===== src/rtl/nibble_sequencer.sv =====
// Nibble sequencer: fetches 12-bit instructions from an external program ROM,
// drives an external 4-bit ALU and hands results to a ready/valid output port.
module nibble_sequencer (
  input  logic        clk,
  input  logic        reset,
  input  logic        start,
  output logic [7:0]  rom_addr,
  output logic        rom_en,
  input  logic [11:0] rom_data,
  output logic [2:0]  alu_opcode,
  output logic [3:0]  alu_a,
  output logic [3:0]  alu_b,
  input  logic [3:0]  alu_out,
  input  logic        alu_carry,
  input  logic        alu_zero,
  output logic [3:0]  out_data,
  output logic        out_valid,
  input  logic        out_ready,
  output logic        halted
);

  typedef enum logic [2:0] {IDLE, FETCH, DECODE, EXEC, OUTWAIT} state_t;

  localparam logic [2:0] OP_OUT = 3'd0;
  localparam logic [2:0] OP_CMP = 3'd1;
  localparam logic [2:0] OP_LD  = 3'd2;
  localparam logic [2:0] OP_ADD = 3'd3;
  localparam logic [2:0] OP_NOR = 3'd4;
  localparam logic [2:0] OP_JMP = 3'd5;
  localparam logic [2:0] OP_JC  = 3'd6;
  localparam logic [2:0] OP_JZ  = 3'd7;

  state_t      state, state_nx;
  logic [7:0]  pc, pc_nx, pc_inc, target;
  logic [3:0]  acc, acc_nx, nor_res, out_data_nx;
  logic [11:0] ir, ir_nx;
  logic        carry, carry_nx, zero, zero_nx;
  logic        out_valid_nx, halted_nx;
  logic        ir_unused;

  assign pc_inc    = pc + 8'd1;
  assign target    = ir[7:0];
  assign nor_res   = ~(acc | ir[3:0]);
  assign ir_unused = ir[8];

  assign rom_addr   = pc;
  assign rom_en     = (state == FETCH);
  assign alu_opcode = (state == EXEC) ? ir[11:9] : 3'b000;
  assign alu_a      = acc;
  assign alu_b      = ir[3:0];

  always_ff @(posedge clk or posedge reset) begin
    if (reset) begin
      state     <= IDLE;
      pc        <= 8'd0;
      acc       <= 4'd0;
      ir        <= 12'd0;
      carry     <= 1'b0;
      zero      <= 1'b0;
      out_valid <= 1'b0;
      out_data  <= 4'd0;
      halted    <= 1'b0;
    end else begin
      state     <= state_nx;
      pc        <= pc_nx;
      acc       <= acc_nx;
      ir        <= ir_nx;
      carry     <= carry_nx;
      zero      <= zero_nx;
      out_valid <= out_valid_nx;
      out_data  <= out_data_nx;
      halted    <= halted_nx;
    end
  end

  always_comb begin
    state_nx     = state;
    pc_nx        = pc;
    acc_nx       = acc;
    ir_nx        = ir;
    carry_nx     = carry;
    zero_nx      = zero;
    out_valid_nx = out_valid;
    out_data_nx  = out_data;
    halted_nx    = halted;

    case (state)
      IDLE: begin
        if (start) begin
          pc_nx     = 8'd0;
          halted_nx = 1'b0;
          state_nx  = FETCH;
        end
      end
      FETCH: state_nx = DECODE;
      DECODE: begin
        ir_nx    = rom_data;
        state_nx = EXEC;
      end
      EXEC: begin
        pc_nx    = pc_inc;
        state_nx = FETCH;
        case (ir[11:9])
          OP_OUT: begin
            out_data_nx  = acc;
            out_valid_nx = 1'b1;
            pc_nx        = pc;
            state_nx     = OUTWAIT;
          end
          OP_CMP: begin
            carry_nx = alu_carry;
            zero_nx  = alu_zero;
          end
          OP_LD: acc_nx = ir[3:0];
          OP_ADD: begin
            acc_nx   = alu_out;
            carry_nx = alu_carry;
            zero_nx  = alu_zero;
          end
          OP_NOR: begin
            acc_nx   = nor_res;
            zero_nx  = (nor_res == 4'd0);
            carry_nx = 1'b0;
          end
          // A jump onto itself can never make progress, so it parks the sequencer.
          OP_JMP: begin
            pc_nx = target;
            if (target == pc) begin
              halted_nx = 1'b1;
              state_nx  = IDLE;
            end
          end
          OP_JC: if (carry) pc_nx = target;
          OP_JZ: if (zero) pc_nx = target;
        endcase
      end
      OUTWAIT: begin
        if (out_ready) begin
          out_valid_nx = 1'b0;
          pc_nx        = pc_inc;
          state_nx     = FETCH;
        end
      end
      default: state_nx = IDLE;
    endcase
  end

endmodule


===== config.mk =====
export PLATFORM = sky130hd
export DESIGN_NAME = nibble_sequencer
export DESIGN_NICKNAME = d
export VERILOG_FILES = /design/src/rtl/nibble_sequencer.sv
export SDC_FILE = /design/constraint.sdc
export NUM_CORES = 1
export LEC_CHECK = 0
export ABC_AREA = 1
export CORE_MARGIN = 2
export CORE_UTILIZATION = 45
export CTS_CLUSTER_SIZE = 14
export DETAILED_ROUTE_END_ITERATION = 8
export PLACE_DENSITY = 0.73
export SETUP_SLACK_MARGIN = 0.05
export SYNTH_ARGS = -nofsm -noshare
export SYNTH_HDL_FRONTEND = slang
export SYNTH_SLANG_ARGS = --single-unit

===== constraint.sdc =====
create_clock -name clk -period 2.6 [get_ports clk]
set_input_delay 0.39 -clock clk [delete_from_list [all_inputs] [get_ports clk]]
set_output_delay 0.39 -clock clk [all_outputs]
set_load 0.03 [all_outputs]

# Word-level counts from Yosys, hierarchy flattened
# Cells that the tools add are included.
# op_classes
add_sub_neg,1
n_eq_ne,18
mux,22
bitwise_logic,2
n_reduce_logical,16
# op_table
op,n
two-way mux 8 bit,4
one-hot mux 8 bit (4 select lines),1
one-hot mux 8 bit (3 select lines),1
== test 3 bit (second input constant),5
one-hot mux 3 bit (5 select lines),1
== test 3 x 2 -> 1 bit (second input constant),4
one-hot mux 4 bit (3 select lines),1
two-way mux 3 bit,3
adder 8 x 1 -> 8 bit (second input constant),1
== test 8 bit,1
one-hot mux 1 bit (2 select lines),4
AND reduction 2 bit,4
AND reduction 4 bit,2
== test 3 x 1 -> 1 bit (second input constant),2
logical NOT 3 bit,2
two-way mux 1 bit,6
inequality test 2 x 1 -> 1 bit (second input constant),3
inequality test 2 bit (second input constant),3
one-hot mux 3 bit (2 select lines),1
nonzero test 2 bit,3
nonzero test 3 bit,2
logical NOT 4 bit,1
inverter 4 bit,1
OR 4 bit,1
2 further kinds,2
# totals
reg_bits,35
in_bits,22
output_inout_bits,26
word_cells,68

# Depth between registers and ports, before layout
# Gate-level depths: netlist of run 1.
# logic_depth
depth_word,4
depth_mapped,10

# Worst setup path after synthesis of run 1
# No wires, ideal clock.
# synth_timing
path_type,register to register
start,register state[2]
end,"register acc[0], in the netlist alu_a[0]"
setup_time_ns,0.083
arrival_time_ns,1.552
slack_ns,0.966
path_stages_with_launch,8
path_buffers,0
period_less_slack_ns,1.634
cell_sequence,dfrtp_1 -> inv_2 -> nand3_4 -> nor2_1 -> nor2_1 -> nor2_1 -> o21ai_0 -> o21ai_0
# synth_via
elab_chain_cells,2
# synth_rtl
item,line,text
start: declaration,33,"state_t state, state_nx;"
start signal: assignment,64,state <= state_nx;
== test 3 x 2 -> 1 bit,87,case (state)
AND reduction 2 bit (no line),-,
end signal: assignment,66,acc <= acc_nx;
end: declaration,35,"logic [3:0] acc, acc_nx, nor_res, out_data_nx;"
# Every way passes these cells.
# A chain may end at the register's enable or synchronous reset.

# Worst setup path in the final report of run 1
# layout_timing
start,register state[2]
end,output alu_opcode[2]
# layout_via
elab_chain_cells,2
# layout_rtl
item,line,text
== test 3 x 2 -> 1 bit,48,assign alu_opcode = (state == EXEC) ? ir[11:9] : 3'b000;
two-way mux 3 bit,48,
end: declaration,10,"output logic [2:0] alu_opcode,"
# Every way passes these cells.

==> summary.md, run 1 <==
| Metric | Value |
|---|---|
| Area contributors post-synth | `dfrtp_1, nand2_1, o21ai_0` |
| Leakage power | `approximately 1.3 nW` |
| All-Layer GR Usage | `21.4%` |
| # hold bufs at CTS | `0` |
| Final cell area excluding filler cells | `0.00264 mm²` |
| Hold Vio Cnt, Final | `0` |
| Clock Latency Late Sink | `around 0.29 ns` |
| Mapped Cells | `between 200 and 300` |
| Crit-path leading delay family | `buffers and inverters` |
| Post-synthesis simple-gate area fraction | `32.7%` |
| Most common library cells after synthesis | `nand2_1, nor2_1, inv_1, o21ai_0, dfrtp_1` |
| Clock Pin Slew Worst Setup and Hold Paths | `~0.07 ns` |
| XOR/XNOR Fraction of Synth Area | `under 10%` |
| Worst Setup End Kind | `primary output` |
| CP Data Required Time | `roughly 2.2 ns` |
| Critical Path AT | `1.78 ns` |
| Die area | `between 0.005 and 0.006 mm²` |
| Starting Density | `a little under half` |
| Yosys top cell area share | `42.2%` |
| Ant. Diodes | `0` |
| Tmin final | `between 2 and 2.5 ns` |
| Yosys warning count | `0` |
| Asr flop ratio synth | `between 90% and 100%` |
| Final setup violating endpoints | `0` |
| PwrDens | `1420 mW/mm²` |
| Htree depth | `2` |
| Worst slew pin tran | `0.535 ns` |
| WHS | `between 0.4 and 0.5 ns` |
| Tot Pwr | `about 3.7 mW` |
| Fin crit share | `83.5%` |
| DP Worst Slack | `~0.73 ns` |
| CP max stage delay | `0.69 ns` |
| Clock Sinks | `34` |
| Final ANT Viol Nets | `0` |
| Clock skew | `0.00616 ns` |
| Unrepaired setup endpoints after global routing | `no` |
| DRT iter0 DRCs | `between 150 and 200` |
| Max-slew violation count | `0` |
| Largest net degree at the start of global routing | `35` |
| HP Class | `flop to flop` |
| Critical-path cell list | `inv_2 > nand3_4 > nor2_1 > clkdlybuf4s50_1` |
| Drt via density | `just over 5` |
| CTS Buf Count | `5` |
| Max-capacitance violation count | `0` |
| Cell with the most instances after synthesis | `nand2_1` |
| Vias in the first global route | `roughly 1900` |
| Post-Synth Adder-Cell Area | `less than 1%` |
| Layout cells sized above 1 | `under 10%` |
| Rel. slew slack | `between 60% and 70%` |
| Largest family of logic cells by synthesized area | `simple AND/OR/NAND/NOR gates` |
| Multi-input logic area | `around 960 µm²` |
| Critical path's slowest cell | `clkdlybuf4s50_1` |
| CTS Root Buffer Type | `clkbuf_8` |
| Synthesis-to-layout area growth | `31.2%` |
| Max Root-Sink Buffers | `2` |
| Number of remaining DRC errors | `0` |
| Placed Cells incl. Taps | `~390` |
| Area leader, netlist | `dfrtp_1` |
| Syn_area_per_cell | `around 6.8 µm²` |
| # rows | `24` |
| Post-synth top flop | `dfrtp_1` |
| Count of different cell masters after synthesis | `23` |
| IO buf count | `46` |
| Post-CTS setup buffers | `0` |
| Worst vdd ir | `628 µV` |
| CTS-repair resized insts | `0` |
| Critical Path Start Type | `flop` |
| Post-Syn Area | `0.00201 mm²` |
| Non-Filler Instances | `about 390` |
| Detailed-route wire length | `slightly below 5000 µm` |
| Register area | `around 850 µm²` |
| CTS tree | `yes` |
| Mux cell area share after synthesis | `0%` |
| Die Width | `around 71 µm` |
| Post-layout util | `61.1%` |
| Via count | `roughly 2000` |
| CP max FO | `8` |
| DIE HEIGHT | `70.9 µm` |
| Initial antenna violation count | `0` |
| Crit path kind | `flop to primary output` |
| Core Box Area | `about 0.0043 mm²` |
| Filler cells | `roughly 420` |
| Number of synthesized register bits | `34` |
| Routed wire per std cell | `roughly 13 µm` |
| Run status | `finished, final reports clean` |
| Post-DP HPWL | `roughly 3700 µm` |
| Post-synthesis compound-gate area fraction | `between 10 and 15%` |
| GPL Wtd Cong | `around 0.9` |
| Sum Neg Setup Slack | `0 ns` |
| Fmax | `around 0.46 GHz` |
| Setup ws final | `~0.43 ns` |
| # nets final | `364` |
| Mapped Nets | `about 320` |
| EDFF count, synth | `0` |
| 1st-pass router iterations | `4` |
| Seq/Total Area, Yosys | `between 40 and 50%` |
| First-pass GRT wire length | `8620 µm` |
| Post-Place Cell Area | `0.00250 mm²` |
| I/O pins | `48` |
| Worst path bufs/invs | `2` |
| Total grt overflow | `0` |
-- worst paths after layout --
path,start,end,slack (ns),cells past startpoint
setup / recovery,state[2],alu_opcode[2],0.43,4
hold / removal,out_data[2],out_data[2],0.49,2
setup reg to reg,state[2],rom_addr[5],0.75,9
hold reg to reg,out_data[2],out_data[2],0.49,2
max in group asynchronous,reset,zero,1.78,3
min in group asynchronous,reset,state[1],0.50,3
-- flip-flops by register name, indices dropped and copies added (netlist names) --
signal,flops
halted,1
state,3
rom_addr,8
alu_a,4
zero,1
out_valid,1
ir,11
out_data,4
carry,1
-- layout by cell type (no fill, tap or decap) --
| master | instances |
|---|---|
| inv_1 | 37 |
| clkdlybuf4s50_1 | 46 |
| nand2_1 | 81 |
| nand4_1 | 5 |
| inv_2 | 3 |
| nor3_2 | 1 |
| nand3_1 | 17 |
| a21oi_1 | 11 |
| dfrtp_1 | 34 |
| clkbuf_8 | 6 |
| nor3_1 | 1 |
| o21ai_0 | 37 |
| nor2_4 | 1 |
| nand3_4 | 1 |
| xnor2_1 | 1 |
| nand2_2 | 2 |
| bufinv_16 | 2 |
| buf_4 | 2 |
| xor2_1 | 2 |
| nor2_1 | 48 |
| o21ai_2 | 2 |
| ha_1 | 1 |
| or2_2 | 1 |
-- cell type report --
cell class / instances / share of cell area (%)
multi-input combinational: 212 / 36.3
sequential: 34 / 32.2
timing repair buffer: 48 / 18.0
inverter: 40 / 5.68
clock buffer: 6 / 3.12
tap: 52 / 2.46
clock inverter: 2 / 2.27
-- where the power goes --
group | internal (mW) | switching [mW] | leakage (nW)
registers | 0.782 | 0.279 | 0.420
logic | 0.759 | 1.31 | 0.791
clock network | 0.409 | 0.201 | 0.0714
total | 1.95 | 1.79 | 1.28
-- kinds of logic (layout without fill, tap and decap cells) --
logic type | after synthesis | count (layout)
fa+ha+maj | 1 | 1
compound gates | 50 | 50
simple gates | 158 | 158
flops | 34 | 34
xor+xnor | 3 | 3
buf+inv | 49 | 96
-- routing by layer --
layer | GRT usage, % | wire [µm] | up-vias
li1 | - | - | 1014
met1 | 28.8 | 2290 | 923
met2 | 34.8 | 2380 | 53
met3 | 4.42 | 214 | 7
met4 | 6.71 | 70 | 0
met5 | 0 | 0 | -
-- worst min-delay path, cell delays in order, from the launching register on --
cell and delay [ns]:
dfrtp_1 0.35, nand2_1 0.05, o21ai_0 0.06
(Power assumes the default switching activity.)
==> run 2, diff against run 1 <==
Settings changed: PLACE_DENSITY 0.73 to 0.76.
Clock period 2.6 ns to 1.9 ns, I/O delays scaled along.
==> run 2 against run 1 <==
Clock skew about the same. Final area down 1.8%. Sequential share of layout area up 0.57 points. Count of clock-buffer cells in the layout up 1. Core utilization down 1.1 points. Hold slack worse by 0.11 ns. Die area unchanged. Worst setup slack worse by 0.32 ns. Critical path depth down 3. Critical endpoint is now rom_addr[2]. Largest power group unchanged. Highest routed layer unchanged.
==> summary.md, run 2 (synthesis gave the netlist of run 1 again) <==
| Metric | Value |
|---|---|
| Die area | `0.00503 mm² (unchanged)` |
| First-pass GRT wire length | `7980 µm (was 8620 µm)` |
| Worst path bufs/invs | `1 (was 2)` |
| Worst Setup End Kind | `primary output (unchanged)` |
| DIE HEIGHT | `70.9 µm (unchanged)` |
| Tot Pwr | `4.78 mW (was 3.74 mW)` |
| Detailed-route wire length | `4740 µm (was 4950 µm)` |
| Max-slew violation count | `0 (unchanged)` |
| GPL Wtd Cong | `0.893 (was 0.896)` |
| # rows | `24 (unchanged)` |
| Initial antenna violation count | `0 (unchanged)` |
| Worst vdd ir | `863 µV (was 628 µV)` |
| Unrepaired setup endpoints after global routing | `yes (was no)` |
| Clock Sinks | `34 (unchanged)` |
| Filler cells | `427 (was 423)` |
| Routed wire per std cell | `12.0 µm (was 12.6 µm)` |
| Run status | `finished, final reports clean (unchanged)` |
| Critical Path AT | `1.51 ns (was 1.78 ns)` |
| GR Util met2 | `31.0% (was 34.8%)` |
| Layout cells sized above 1 | `6.41% (was 6.14%)` |
| Htree depth | `2 (unchanged)` |
| CP max FO | `8 (unchanged)` |
| Most frequent cells in the layout | `nand2_1, nor2_1, clkdlybuf4s50_1 (unchanged)` |
| Critical path's slowest cell | `clkdlybuf4s50_1 (unchanged)` |
| Final setup violating endpoints | `0 (unchanged)` |
| Via count | `1993 (was 1997)` |
| DRT iter0 DRCs | `128 (was 154)` |
| All-Layer GR Usage | `20.1% (was 21.4%)` |
| Max-capacitance violation count | `0 (unchanged)` |
| Fmax | `between 0.5 and 0.6 GHz` |
| Leakage power | `1.29 nW (was 1.28 nW)` |
| # hold bufs at CTS | `0 (unchanged)` |
| Largest register FFs | `11 (unchanged)` |
| Starting Density | `46.6% (unchanged)` |
| Worst slew pin tran | `0.483 ns (was 0.535 ns)` |
| Largest net degree at the start of global routing | `35 (unchanged)` |
| Critical Path Source | `rom_addr[2] (was state[2])` |
| Critical-path cell list | `clkdlybuf4s50_1 (was inv_2 > nand3_4 > nor2_1 > clkdlybuf4s50_1)` |
| IO buf count | `46 (unchanged)` |
| Vias in the first global route | `1809 (was 1886)` |
| Hold Vio Cnt, Final | `0 (unchanged)` |
| Post-layout util | `60.1% (was 61.1%)` |
| Clock Latency Late Sink | `0.29 ns (about the same)` |
| Reg with most FFs | `ir (unchanged)` |
| CTS Buf Count | `5 (unchanged)` |
| 1st-pass router iterations | `4 (unchanged)` |
| Crit path kind | `flop to primary output (unchanged)` |
| Max Root-Sink Buffers | `2 (unchanged)` |
| PwrDens | `1840 mW/mm² (was 1420 mW/mm²)` |
| Non-Filler Instances | `395 (was 394)` |
| Die Width | `70.9 µm (unchanged)` |
| Final ANT Viol Nets | `0 (unchanged)` |
| Critical Path Start Type | `flop (unchanged)` |
| Clock skew | `0.00583 ns (was 0.00616 ns)` |
| HP Class | `input pin to asynchronous set/reset pin (was flop to flop)` |
| R2R depth | `9 (unchanged)` |
| CP Data Required Time | `1.62 ns (was 2.21 ns)` |
| Fin crit share | `94.4%` |
| # nets final | `365 (was 364)` |
| Post-DP HPWL | `3620 µm (was 3710 µm)` |
| Rel. slew slack | `67.5% (was 64.0%)` |
| CTS tree | `yes (unchanged)` |
| Placed Cells incl. Taps | `387 (was 386)` |
| WP depth | `1 (was 4)` |
| CTS Root Buffer Type | `clkbuf_8 (unchanged)` |
| Total grt overflow | `0 (unchanged)` |
| M3 GR Usage | `5.56% (was 4.42%)` |
| I/O pins | `48 (unchanged)` |
| Post-Place Cell Area | `0.00251 mm² (was 0.00250 mm²)` |
| Clock Pin Slew Worst Setup and Hold Paths | `0.07 ns (about the same)` |
| CP max stage delay | `0.72 ns (was 0.69 ns)` |
| Crit-path leading delay family | `buffers and inverters (unchanged)` |
| Tmin final | `between 1.5 and 2 ns` |
| Synthesis-to-layout area growth | `28.9% (was 31.2%)` |
| Final cell area excluding filler cells | `0.00260 mm² (was 0.00264 mm²)` |
| Ant. Diodes | `0 (unchanged)` |
| Drt via density | `5.05 (was 5.07)` |
| Met1 Track Usage GR | `27.1% (was 28.8%)` |
| GR peak layer | `met2 (unchanged)` |
| RR Startpoint | `state[2] (unchanged)` |
| Commonest non-fill, non-tap cell in the layout | `nand2_1 (unchanged)` |
| Number of remaining DRC errors | `0 (unchanged)` |
| Sum Neg Setup Slack | `0 ns (unchanged)` |
| Core Box Area | `0.00432 mm² (unchanged)` |
[run 2: path summary, 6_finish.rpt]
kind / endpoint / slack [ns]
setup reg to reg: rom_addr[5] / 0.34
hold / removal: state[1] / 0.38
min in group clk: out_data[1] / 0.49
setup / recovery: rom_addr[2] / 0.11
hold reg to reg: out_data[1] / 0.49
max in group asynchronous: ir[2] / 1.20
[run 2: metrics by stage]
step | hold slack (ns) | setup slack (ns)
detailed placement | 0.481 | 0.131
floorplan | 0.406 | 0.266
global route | 0.430 | 0.0372
CTS | 0.399 | 0.0943
global placement | 0.468 | 0.142
finish | 0.381 | 0.106
[run 2: power by group]
| group | internal, mW | switching [mW] | total [mW] |
|---|---|---|---|
| logic | 1.02 | 1.77 | 2.79 |
| registers | 1.07 | 0.369 | 1.44 |
| clock network | 0.292 | 0.261 | 0.553 |
[run 2: metal layers]
metal  vias to the layer above  wire (µm)
met1                       918       2260
met2                        48       2170
met4                         0         63
li1                       1021          -
met5                         -          0
met3                         6        255
[run 2: worst reg2reg max path: stages (launching register included)]
cell,delay (ns)
dfrtp_1,0.43
inv_2,0.08
nand3_4,0.11
inv_2,0.11
nand2_1,0.12
o21ai_2,0.08
nor2_4,0.25
nand2_1,0.09
nor2_1,0.13
nor2_1,0.05
[run 2: area by class of cell]
class                   count  area [µm²]  share of cell area [%]
flip-flops and latches     34         851                    32.8
clock inverters             1        5.00                   0.193
well taps                  52        65.1                    2.50
multi-input cells         212         960                    36.9
inverters                  40         150                    5.78
clock buffers               7        86.3                    3.32
repair buffers             49         480                    18.5
[run 2: what timing repair did]
item	4_1_cts	5_1_grt
resized for setup	4	5
endpoints found under the setup margin	4	4
gates cloned	0	0
setup buffers	0	0
==> run 3, diff against run 2 <==
Settings changed: SLEW_MARGIN from default to 20.
==> results of run 3 <==
The final DEF is identical to that of run 2; final timing and power are the same.
